==> config.mk <==
export PLATFORM = sky130hd
export DESIGN_NAME = spi_reg_ctrl_flat
export DESIGN_NICKNAME = d
export VERILOG_FILES = /design/src/rtl/spi_ctrl_pkg.sv /design/src/rtl/spi_reg_ctrl_if.sv /design/src/rtl/sync_2ff.sv /design/src/rtl/spi_reg_ctrl.sv /design/src/flat_wrapper.sv
export SDC_FILE = /design/constraint.sdc
export NUM_CORES = 1
export LEC_CHECK = 0
export CAP_MARGIN = 20
export CORE_MARGIN = 2
export CORE_UTILIZATION = 48
export DETAILED_ROUTE_END_ITERATION = 16
export GPL_TIMING_DRIVEN = 0
export PLACE_DENSITY = 0.86
export SYNTH_ARGS = -nofsm -noshare
export SYNTH_HDL_FRONTEND = slang
export SYNTH_SLANG_ARGS = --single-unit
==> constraint.sdc <==
create_clock -name clk -period 2.2 [get_ports clk]
set_input_delay 0.44 -clock clk [delete_from_list [all_inputs] [get_ports clk]]
set_output_delay 0.44 -clock clk [all_outputs]
set_load 0.02 [all_outputs]
==> src/rtl/spi_ctrl_pkg.sv <==
// Shared constants for the SPI register-bus sequencer: state encoding,
// header bit layout and the response byte used after a bus timeout.
package spi_ctrl_pkg;

    localparam logic [2:0] IDLE    = 3'd0;
    localparam logic [2:0] WR_WAIT = 3'd1;
    localparam logic [2:0] WR_BUS  = 3'd2;
    localparam logic [2:0] RD_BUS  = 3'd3;
    localparam logic [2:0] RD_WAIT = 3'd4;

    localparam int         HDR_RW_BIT   = 7;
    localparam logic [7:0] RESP_TIMEOUT = 8'hFF;

endpackage

==> src/rtl/spi_reg_ctrl_if.sv <==
// Register-bus handshake between the SPI sequencer (master) and the
// on-chip register block (slave).
interface spi_reg_ctrl_if #(
    parameter int ADDR_W = 7
);
    logic              bus_req;
    logic              bus_we;
    logic [ADDR_W-1:0] bus_addr;
    logic [7:0]        bus_wdata;
    logic              bus_ack;
    logic [7:0]        bus_rdata;

    modport master (
        output bus_req, bus_we, bus_addr, bus_wdata,
        input  bus_ack, bus_rdata
    );

    modport slave (
        input  bus_req, bus_we, bus_addr, bus_wdata,
        output bus_ack, bus_rdata
    );
endinterface

==> src/rtl/sync_2ff.sv <==
// Two-flop synchronizer for a single asynchronous level; resets to 1 so an
// idle (deasserted, active-low) chip select is seen during reset.
module sync_2ff (
    input  logic clk,
    input  logic rst_n,
    input  logic i_d,
    output logic o_q
);
    logic r_meta;
    logic r_sync;

    // Shift the async input through two flops
    always_ff @(posedge clk or negedge rst_n) begin
        if (!rst_n) begin
            r_meta <= 1'b1;
            r_sync <= 1'b1;
        end else begin
            r_meta <= i_d;
            r_sync <= r_meta;
        end
    end

    assign o_q = r_sync;
endmodule

==> src/rtl/spi_reg_ctrl.sv <==
// SPI transaction sequencer: turns received bytes into register-bus reads
// and writes, supplies the byte shifted out on the next SPI byte, and flags
// bus timeouts and bytes that arrive while an access is still outstanding.
module spi_reg_ctrl
    import spi_ctrl_pkg::*;
#(
    parameter int         ADDR_W      = 7,
    parameter int         ACK_TIMEOUT = 15,
    parameter logic [7:0] IDLE_RESP   = 8'hA5
) (
    input  logic                  clk,
    input  logic                  rst_n,
    input  logic                  ssel,
    input  logic [7:0]            cmd,
    input  logic                  cmd_valid,
    output logic [7:0]            response,
    output logic                  err_timeout,
    output logic                  err_overrun,
    input  logic                  err_clr,
    spi_reg_ctrl_if.master        bus
);
    localparam int              CNT_W    = $clog2(ACK_TIMEOUT + 1);
    localparam logic [CNT_W-1:0] CNT_LAST = CNT_W'(ACK_TIMEOUT - 1);

    logic [2:0]        r_state;
    logic              r_req;
    logic              r_we;
    logic [ADDR_W-1:0] r_addr;
    logic [7:0]        r_wdata;
    logic [7:0]        r_resp;
    logic [CNT_W-1:0]  r_tcnt;
    logic              r_err_to;
    logic              r_err_ov;

    logic w_ssel_s;
    logic w_done;
    logic w_tout;
    logic w_ovr;

    sync_2ff u_ssel_sync (
        .clk   (clk),
        .rst_n (rst_n),
        .i_d   (ssel),
        .o_q   (w_ssel_s)
    );

    // An ack on the terminal count cycle completes normally, so the timeout
    // only fires when no ack is present.
    assign w_done = r_req && bus.bus_ack && !w_ssel_s;
    assign w_tout = r_req && !bus.bus_ack && (r_tcnt == CNT_LAST) && !w_ssel_s;
    assign w_ovr  = cmd_valid && !w_ssel_s && ((r_state == WR_BUS) || (r_state == RD_BUS));

    // Main sequencer: state, bus request, address counter, timeout counter, response
    always_ff @(posedge clk or negedge rst_n) begin
        if (!rst_n) begin
            r_state <= IDLE;
            r_req   <= 1'b0;
            r_we    <= 1'b0;
            r_addr  <= '0;
            r_wdata <= 8'h00;
            r_resp  <= IDLE_RESP;
            r_tcnt  <= '0;
        end else if (w_ssel_s) begin
            r_state <= IDLE;
            r_req   <= 1'b0;
            r_tcnt  <= '0;
            r_resp  <= IDLE_RESP;
        end else begin
            if (r_req) begin
                r_tcnt <= r_tcnt + 1'b1;
            end
            case (r_state)
                IDLE: begin
                    if (cmd_valid) begin
                        r_addr <= cmd[ADDR_W-1:0];
                        if (cmd[HDR_RW_BIT]) begin
                            r_state <= WR_WAIT;
                        end else begin
                            r_req   <= 1'b1;
                            r_we    <= 1'b0;
                            r_tcnt  <= '0;
                            r_state <= RD_BUS;
                        end
                    end
                end
                WR_WAIT: begin
                    if (cmd_valid) begin
                        r_wdata <= cmd;
                        r_req   <= 1'b1;
                        r_we    <= 1'b1;
                        r_tcnt  <= '0;
                        r_state <= WR_BUS;
                    end
                end
                WR_BUS: begin
                    if (w_done || w_tout) begin
                        r_req   <= 1'b0;
                        r_addr  <= r_addr + 1'b1;
                        r_state <= WR_WAIT;
                    end
                end
                RD_BUS: begin
                    if (w_done) begin
                        r_resp  <= bus.bus_rdata;
                        r_req   <= 1'b0;
                        r_addr  <= r_addr + 1'b1;
                        r_state <= RD_WAIT;
                    end else if (w_tout) begin
                        r_resp  <= RESP_TIMEOUT;
                        r_req   <= 1'b0;
                        r_addr  <= r_addr + 1'b1;
                        r_state <= RD_WAIT;
                    end
                end
                RD_WAIT: begin
                    // The byte just shifted carried the data; prefetch the next address
                    if (cmd_valid) begin
                        r_req   <= 1'b1;
                        r_we    <= 1'b0;
                        r_tcnt  <= '0;
                        r_state <= RD_BUS;
                    end
                end
                default: begin
                    r_state <= IDLE;
                    r_req   <= 1'b0;
                end
            endcase
        end
    end

    // Sticky error flags; a new event wins over a simultaneous clear
    always_ff @(posedge clk or negedge rst_n) begin
        if (!rst_n) begin
            r_err_to <= 1'b0;
            r_err_ov <= 1'b0;
        end else begin
            if (w_tout) begin
                r_err_to <= 1'b1;
            end else if (err_clr) begin
                r_err_to <= 1'b0;
            end
            if (w_ovr) begin
                r_err_ov <= 1'b1;
            end else if (err_clr) begin
                r_err_ov <= 1'b0;
            end
        end
    end

    assign bus.bus_req   = r_req;
    assign bus.bus_we    = r_we;
    assign bus.bus_addr  = r_addr;
    assign bus.bus_wdata = r_wdata;
    assign response      = r_resp;
    assign err_timeout   = r_err_to;
    assign err_overrun   = r_err_ov;
endmodule

==> src/flat_wrapper.sv <==
// flat-port wrapper written by rule: the top's interface ports become plain ports
module spi_reg_ctrl_flat import spi_ctrl_pkg::*;
#(
    parameter int         ADDR_W      = 7,
    parameter int         ACK_TIMEOUT = 15,
    parameter logic [7:0] IDLE_RESP   = 8'hA5
)
  (clk, rst_n, ssel, cmd, cmd_valid, response, err_timeout, err_overrun, err_clr, bus_bus_req, bus_bus_we, bus_bus_addr, bus_bus_wdata, bus_bus_ack, bus_bus_rdata);
  spi_reg_ctrl_if #(.ADDR_W(ADDR_W)) bus_i ();
  input  logic clk;
  input  logic rst_n;
  input  logic ssel;
  input  logic [7:0] cmd;
  input  logic cmd_valid;
  output logic [7:0] response;
  output logic err_timeout;
  output logic err_overrun;
  input  logic err_clr;
  output wire logic [$bits(bus_i.bus_req)-1:0] bus_bus_req;
  output wire logic [$bits(bus_i.bus_we)-1:0] bus_bus_we;
  output wire logic [$bits(bus_i.bus_addr)-1:0] bus_bus_addr;
  output wire logic [$bits(bus_i.bus_wdata)-1:0] bus_bus_wdata;
  input wire logic [$bits(bus_i.bus_ack)-1:0] bus_bus_ack;
  input wire logic [$bits(bus_i.bus_rdata)-1:0] bus_bus_rdata;
  assign bus_bus_req = bus_i.bus_req;
  assign bus_bus_we = bus_i.bus_we;
  assign bus_bus_addr = bus_i.bus_addr;
  assign bus_bus_wdata = bus_i.bus_wdata;
  assign bus_i.bus_ack = bus_bus_ack;
  assign bus_i.bus_rdata = bus_bus_rdata;
  spi_reg_ctrl #(.ADDR_W(ADDR_W), .ACK_TIMEOUT(ACK_TIMEOUT), .IDLE_RESP(IDLE_RESP)) u_core (.clk(clk), .rst_n(rst_n), .ssel(ssel), .cmd(cmd), .cmd_valid(cmd_valid), .response(response), .err_timeout(err_timeout), .err_overrun(err_overrun), .err_clr(err_clr), .bus(bus_i));
endmodule
-- Word level (Yosys, flattened, before mapping)
Cells that the tools add are included.
- output and inout bits: 27
- input port bits: 22
- bits in registers: 36
- word-level logic and storage cells: 96
- add/subtract/negate cells: 2
- reduce and logical (&&, ||, !) cells: 25
- bitwise operators: 1
- equal/unequal tests: 18
- muxes and demuxes: 39
- operators by type and width (kind ; count):
    two-way mux 8 bit ; 4
    two-way mux 7 bit ; 4
    two-way mux 3 bit ; 7
    case mux 7 bit (3 select lines) ; 1
    two-way mux 4 bit ; 5
    != test 3 bit (second input constant) ; 5
    case mux 3 bit (5 select lines) ; 1
    AND reduction 5 bit ; 3
    two-way mux 1 bit ; 13
    != test 2 bit (second input constant) ; 5
    nonzero test 3 bit ; 3
    case mux 4 bit (2 select lines) ; 1
    adder 7 x 1 -> 7 bit (second input constant) ; 1
    logical AND 1 bit ; 7
    equality test 3 x 2 -> 1 bit (second input constant) ; 2
    != test 3 x 1 -> 1 bit (second input constant) ; 2
    AND reduction 6 bit ; 1
    nonzero test 2 bit ; 3
    adder 4 x 1 -> 4 bit (second input constant) ; 1
    equality test 4 bit (second input constant) ; 1
    != test 4 x 2 -> 1 bit (second input constant) ; 1
    case mux 1 bit (4 select lines) ; 1
    equality test 3 x 1 -> 1 bit (second input constant) ; 1
    equality test 3 bit (second input constant) ; 1
    9 further kinds ; 11

-- Logic depth before layout (Yosys ltp)
Gate-level depths: netlist of run 1.
- depth after elaboration: 8
- depth in mapped cells: 7
- mapped depth without buffers: 6

-- By module
A second synthesis of run 1 with hierarchy kept.
- cell total of the unflattened synthesis: 178
- area, all modules: 1801.7 um^2
- by module, submodules not included (module ; cells each ; area each (um^2) ; times used):
    spi_reg_ctrl ; 176 ; 1749.2 ; 1
    sync_2ff ; 2 ; 52.6 ; 1

-- Worst setup path after synthesis of run 1
Ideal clock, no wire load.
- kind: register to register
- start point: register u_core.r_tcnt[0]
- end point: register u_core.r_addr[1], in the netlist u_core.bus.bus_addr[1]
- arrival: 1.514 ns
- cell stages (with the launch flop): 7
- setup time: 0.128 ns
- clock period less this slack: 1.642 ns
- buffers on the path: 0
- required time: 2.072 ns
- slack: 0.558 ns
- path through: dfrtp_1 inv_1 ha_1 a31o_2 a31oi_4 nor3_4 mux2_1
- longest elaborated chain between the ends: 6
- elaborated cells between the ends (all ways): 7
- ends and longest elaborated chain (what ; line ; RTL):
    from (decl) ; spi_reg_ctrl.sv:31 ; logic [CNT_W-1:0] r_tcnt;
    from (signal assigned) ; spi_reg_ctrl.sv:70 ; r_tcnt <= r_tcnt + 1'b1;
    equality test 4 bit (*) ; spi_reg_ctrl.sv:50 ; assign w_tout = r_req && !bus.bus_ack && (r_tcnt == CNT_LAST) && !w_ssel_s;
    logical AND 1 bit (*) (2 in a row) ; spi_reg_ctrl.sv:50 ;
    logical OR 1 bit ; spi_reg_ctrl.sv:96 ; if (w_done || w_tout) begin
    != test 2 bit (no source line) ; - ;
    AND reduction 5 bit (no source line) (*) ; - ;
    to (signal assigned) ; spi_reg_ctrl.sv:98 ; r_addr <= r_addr + 1'b1;
    to (signal assigned) ; spi_reg_ctrl.sv:106 ; r_addr <= r_addr + 1'b1;
    to (signal assigned) ; spi_reg_ctrl.sv:111 ; r_addr <= r_addr + 1'b1;
    to (decl) ; spi_reg_ctrl.sv:28 ; logic [ADDR_W-1:0] r_addr;
Mark *: on every way between the ends. The rest lies on a longest branch, timed or not.
A chain may end at the register's enable or synchronous reset.

-- Worst setup path after layout of run 1
- start point: register u_core.r_resp[0], in the netlist u_core.response[0]
- end point: output response[0]
- RTL lines (what ; line ; RTL):
    from (decl) ; spi_reg_ctrl.sv:30 ; logic [7:0] r_resp;
    from (signal assigned) ; spi_reg_ctrl.sv:104 ; r_resp <= bus.bus_rdata;
    to (decl) ; flat_wrapper.sv:15 ; output logic [7:0] response;
No word-level cell between the ends.

==> results of run 1 <==
## layout by cell type (no fill, tap or decap), drive strengths merged, types with 2 or more instances in the layout
| cell type | instances |
|---|---|
| a2111oi | 2 |
| a211oi | 6 |
| a21oi | 10 |
| a2bb2oi | 5 |
| a31o | 2 |
| a31oi | 2 |
| and3 | 2 |
| buf | 8 |
| clkbuf | 9 |
| clkdlybuf4s50 | 47 |
| dfrtp | 30 |
| dfstp | 6 |
| ha | 3 |
| inv | 12 |
| mux2 | 7 |
| nand2 | 11 |
| nand2b | 2 |
| nand3 | 8 |
| nand4 | 2 |
| nor2 | 19 |
| nor2b | 3 |
| nor3 | 2 |
| nor4 | 4 |
| o21ai | 15 |
| o22ai | 2 |
| or3b | 2 |
| xnor2 | 2 |
| xor2 | 2 |
## cell families after synthesis
kind of cell | count (synthesis) | share of synthesized area [%]
AO/OA/AOI/OAI | 46 | 18.0
XOR/XNOR | 4 | 1.94
adder cells (fa/ha/maj) | 3 | 2.07
buffers and inverters | 20 | 5.25
flip-flops | 36 | 50.2
multiplexers | 7 | 4.35
AND/OR/NAND/NOR | 58 | 18.2
## sequential cells by signal (all words and copies together), names as in the netlist
name                       count
u_core.u_ssel_sync.o_q         1
u_core.u_ssel_sync.r_meta      1
u_core.bus.bus_req             1
u_core.err_overrun             1
u_core.bus.bus_we              1
u_core.response                8
u_core.bus.bus_addr            7
u_core.r_state                 3
u_core.r_tcnt                  4
u_core.err_timeout             1
u_core.bus.bus_wdata           8
## power breakdown
part | switching (uW) | internal, uW | total (uW) | leakage (uW)
clock | 221 | 255 | 476 | 0.0000455
sequential | 103 | 796 | 899 | 0.000442
combinational | 376 | 379 | 755 | 0.000491
## cell usage after synthesis (2+ instances only)
library cell | count | area share (%)
o21ai_0 | 3 | 0.83
nor2_1 | 19 | 3.9
buf_6 | 2 | 1.2
o22ai_1 | 2 | 0.69
a211oi_2 | 4 | 2.8
or3b_1 | 2 | 0.97
dfrtp_1 | 30 | 41
ha_1 | 3 | 2.1
o21ai_1 | 12 | 3.3
a211oi_1 | 2 | 0.83
nand2_1 | 11 | 2.3
mux2_1 | 7 | 4.4
xor2_1 | 2 | 0.97
dfstp_2 | 6 | 8.7
inv_1 | 12 | 2.5
and3_1 | 2 | 0.69
buf_2 | 4 | 1.1
nor2b_1 | 2 | 0.69
a2111oi_0 | 2 | 0.97
nand2b_1 | 2 | 0.69
a21oi_1 | 10 | 2.8
a2bb2oi_1 | 5 | 2.4
xnor2_1 | 2 | 0.97
nand3_1 | 7 | 1.9
nor4_1 | 3 | 1.0
## area by class of cell
type / count / area, sq um / share of cell area [%]
Tap cell: 48 / 60.1 / 2.47
Multi-Input combinational cell: 118 / 807 / 33.1
Timing Repair Buffer: 48 / 475 / 19.5
Clock buffer: 8 / 90.1 / 3.70
Sequential cell: 36 / 908 / 37.3
Inverter: 12 / 45.0 / 1.85
Buffer: 8 / 50.0 / 2.05
## per-stage QoR
stage	total power, uW	instances	hold WS, ns	worst slack (ns)
final	2130	278	0.223	0.340
after global routing	2260	278	0.290	0.250
after CTS	2150	278	0.244	0.327
after detailed placement	1670	270	0.348	0.0833
after global placement	1650	270	0.346	-0.0481
after floorplan	1300	174	0.144	0.558
## worst paths after layout
check	start	end	slack [ns]	depth (start not counted)
min in group clk	u_core.u_ssel_sync.r_meta	u_core.u_ssel_sync.o_q	0.36	0
setup / recovery	u_core.response[0]	response[0]	0.34	1
max in group asynchronous	rst_n	u_core.bus.bus_addr[6]	1.48	1
hold reg to reg	u_core.u_ssel_sync.r_meta	u_core.u_ssel_sync.o_q	0.36	0
hold / removal	rst_n	u_core.r_tcnt[1]	0.22	1
setup reg to reg	u_core.r_tcnt[0]	u_core.bus.bus_addr[1]	0.37	6
## per-layer routing
metal	wire, um	up-vias
met3	153	7
li1	-	731
met4	86	0
met5	0	-
met1	1680	705
met2	1760	45
==> impl_metrics.ini, run 1 <==
[run_status]
status = finished clean

[clock_network]
cts_tree = yes
cts_buffer_depth = 2
cts_buffers = 5
clock_sinks = 36
h-tree-depth = 2
cts-resized-gates = 0
clock_latency_ns = 0.29
clk_pin_slew_ns = 0.07
cts_hold_buf = 0
postCtsSetupBuffers = 0
cts-root-buf = clkbuf_8

[die]
die_h_um = 65.4
die_w_um = 65.4
die_area_sq_um = 4280
num_rows = 22
start_util_pct = 49.8
io_pins = 49
core-area_sq_um = 3630

[sta]
slew_viol_final = 0
max_slew_margin_pct = 48.6
period_minus_slack_ns = 1.86
period_share_pct = 84.5
rsz0062_at_grt = no
clock_skew_ns = 0.00745
fmax_mhz = 538
tns_ns = 0
finalSetupViolations = 0
tightestPinTransition_ns = 0.771
hold_viol_final = 0

[setup_path]
cp-start-kind = flop
cpMaxStageDelayCell = clkdlybuf4s50_1
crit_type = flop to output pin
slowest_delay_ns = 0.60
cp_max_fo = 2
required_ns = 1.76
crit_arrival_ns = 1.42
cp-end-kind = output pin
critPathBufInv = 1
cp_cell_sequence = clkdlybuf4s50_1
crit_family = buffers and inverters

[layout]
drive_gt1_share_pct = 13.9
fillCellCount = 290
postLayoutCoreUtil_pct = 67.0
diodes = 0
syn_to_final_growth_pct = 34.6
fin_area_sq_um = 2440
fin_nets = 254

[synthesis]
synth_nets = 199
synth_area_sq_um = 1810
synthFlopType = dfrtp_1
syn_avg_cell_area_sq_um = 10.4
async_flop_share_pct = 100
synth_cells = 174
ys_seq_elements = 36
synth_edf_count = 0
yosysSeqAreaShare_pct = 50.2
ys_types = 43
yosys_warnings = 0

[pwr]
peakVddDrop_uv = 426
powerDensity_nw_per_um2 = 874
p_leak_uw = 0.000979

[global_routing]
antenna_found_initial = 0
grt_usage_pct = 19.7
overflow = 0
grt_max_degree = 37
grt_pass1_vias = 1436
busiest_layer = met2
met1_usage_pct = 24.2
grt_pass1_wl_mm = 6.38
grtUsageMet2_pct = 32.5
met3_usage_pct = 4.11

[route]
drt_iter0_markers = 72
viasPerCell = 5.35
wire_per_inst_um = 13.3
drt_pre_antenna_iters = 4
via_count = 1488
drc_errors = 0
ant_nets = 0
drt_wl_total_mm = 3.69

[place]
place_hpwl_mm = 2.71
placed_area_sq_um = 2350
io_buffers = 48
gp_congestion = 0.805

[flow_run]
drv_cap = 0

[worst_hold_path]
hold_path_class = primary input to asynchronous set/reset pin
Note: power is estimated with default switching activity, not from simulation.
==> run 2, diff against run 1 <==
==> constraint.sdc (replaced) <==
create_clock -name clk -period 1.9 [get_ports clk]
set_input_delay 0.38 -clock clk [delete_from_list [all_inputs] [get_ports clk]]
set_output_delay 0.38 -clock clk [all_outputs]
set_load 0.02 [all_outputs]
==> run 2 against run 1 <==
Compared with the run above:
- clock-buffer cell count stayed put
- sequential power rose by 16%
- global-route usage unchanged
- critical path type unchanged
- highest routed layer unchanged
==> impl_metrics.ini, run 2 (synthesis gave the netlist of run 1 again) <==
[die]
io_pins = 49
num_rows = 22
die_w_um = 65.4
core-area_sq_um = 3630
start_util_pct = 49.8
die_h_um = 65.4
die_area_sq_um = 4280

[place]
place_hpwl_mm = 2.71
io_buffers = 48
gp_congestion = 0.805

[clock_network]
clk_pin_slew_ns = 0.07
cts_tree = yes
cts-root-buf = clkbuf_8
cts_buffer_depth = 2
clock_latency_ns = 0.29
h-tree-depth = 2
cts_buffers = 5
clock_sinks = 36
cts_hold_buf = 0

[layout]
fin_nets = 255
mostFrequentLayoutCells = clkdlybuf4s50_1, dfrtp_1, nor2_1, inv_1, o21ai_1
final_common_cell = clkdlybuf4s50_1
diodes = 0
syn_to_final_growth_pct = 35.5
drive_gt1_share_pct = 14.3
fillCellCount = 287

[pwr]
sequentialPowerShare_pct = 42.1
p_leak_uw = 0.000987
combPwrFrac_pct = 35.6
p_int_uw = 1660
powerDensity_nw_per_um2 = 1010
switchingPower_uw = 811
peakVddDrop_uv = 497
pwr-share-clk_pct = 22.3
switching_share_pct = 32.8

[sta]
rsz0062_at_grt = no
tns_ns = 0
finalSetupViolations = 0
tightestPinTransition_ns = 0.768
fmax_mhz = 556
period_share_pct = 94.7
slew_viol_final = 0
period_minus_slack_ns = 1.80
max_slew_margin_pct = 48.8
hold_ws_ns = 0.164
hold_viol_final = 0
clock_skew_ns = 0.00750

[run_status]
status = finished clean

[route]
drt_pre_antenna_iters = 4
via_count = 1467
drt_wl_total_mm = 3.66
drt_iter0_markers = 64
viasPerCell = 5.26
wire_per_inst_um = 13.1
drc_errors = 0
ant_nets = 0

[setup_path]
cp-end-kind = output pin
crit_type = flop to output pin
slowest_delay_ns = 0.60
cp_cell_sequence = clkdlybuf4s50_1
crit_family = buffers and inverters
cp_max_fo = 2
cp-start-kind = flop
cpMaxStageDelayCell = clkdlybuf4s50_1
crit_arrival_ns = 1.42
required_ns = 1.52
critPathBufInv = 1

[global_routing]
grt_max_degree = 37
grt_usage_pct = 19.7
grt_pass1_vias = 1436
antenna_found_initial = 0
grt_pass1_wl_mm = 6.38
overflow = 0

[flow_run]
drv_cap = 0

[worst_hold_path]
hold_path_class = primary input to asynchronous set/reset pin
run 2: changes by cell type in the layout (fill, tap and decap cells not counted):
cell       previous run  this run
a31o_4                0         1
a31o_2                1         0
a2111oi_1             0         1
a2111oi_0             2         1
buf_4                 0         1
run 2: layout make-up:
class	count	area, sq um	area share [%]
multi-input combinational	118	817	33.3
timing repair buffer	49	483	19.7
tap	48	60.1	2.45
sequential	36	908	37.0
buffer	8	50.0	2.04
inverter	12	45.0	1.84
clock buffer	8	90.1	3.67
run 2: power by group through the flow:
stage / registers [uW] / clock network, uW / logic (uW)
2_1_floorplan: 1220 / 0 / 290
6_report: 1040 / 552 / 879
4_1_cts: 1040 / 565 / 883
3_5_place_dp: 1050 / 0 / 877
5_1_grt: 1060 / 606 / 950
3_3_place_gp: 1050 / 0 / 858
run 2: through the flow:
| step | power (uW) | instance area [sq um] | utilization (%) | instances | setup WS, ns |
|---|---|---|---|---|---|
| 2_1_floorplan | 1510 | 1810 | - | 174 | 0.258 |
| 4_1_cts | 2490 | 2440 | 67.0 | 278 | 0.0669 |
| 3_3_place_gp | 1910 | 2350 | 64.7 | 270 | -0.288 |
| 3_5_place_dp | 1930 | 2350 | 64.6 | 270 | -0.157 |
| 5_1_grt | 2620 | 2450 | 67.5 | 279 | 0.00950 |
| 6_report | 2470 | 2450 | 67.5 | 279 | 0.100 |
run 2: layer usage:
metal	part of all wire [%]	vias to the layer above	track usage [%]
met1	45	702	24.2
met3	3.5	7	4.11
met2	49	28	32.5
li1	-	730	-
met5	0	-	0
met4	2.3	0	10.2
run 2: path summary, 6_finish.rpt:
kind | from | endpoint | slack, ns | cells after the start
worst max-delay path | u_core.response[0] | response[0] | 0.10 | 1
worst min-delay path | rst_n | u_core.r_tcnt[1] | 0.16 | 1
worst max register to register | u_core.r_tcnt[0] | u_core.bus.bus_addr[1] | 0.11 | 6
worst min register to register | u_core.u_ssel_sync.r_meta | u_core.u_ssel_sync.o_q | 0.36 | 0
max in group asynchronous | rst_n | u_core.bus.bus_wdata[1] | 1.24 | 1
min in group clk | u_core.u_ssel_sync.r_meta | u_core.u_ssel_sync.o_q | 0.36 | 0
run 2: timing repair:
action                                  4_1_cts  5_1_grt
endpoints found under the setup margin        0        2
buffers inserted                              0        1
gates resized for setup                       0        2
==> run 3, diff against run 2 <==
--- a/config.mk
+++ b/config.mk
@@ -10,6 +10,7 @@
 export CORE_UTILIZATION = 48
 export DETAILED_ROUTE_END_ITERATION = 16
 export GPL_TIMING_DRIVEN = 0
+export HOLD_SLACK_MARGIN = 0.15
 export PLACE_DENSITY = 0.86
 export SYNTH_ARGS = -nofsm -noshare
 export SYNTH_HDL_FRONTEND = slang
==> results of run 3 <==
No change in the layout: final DEF, timing and power equal those of run 2.
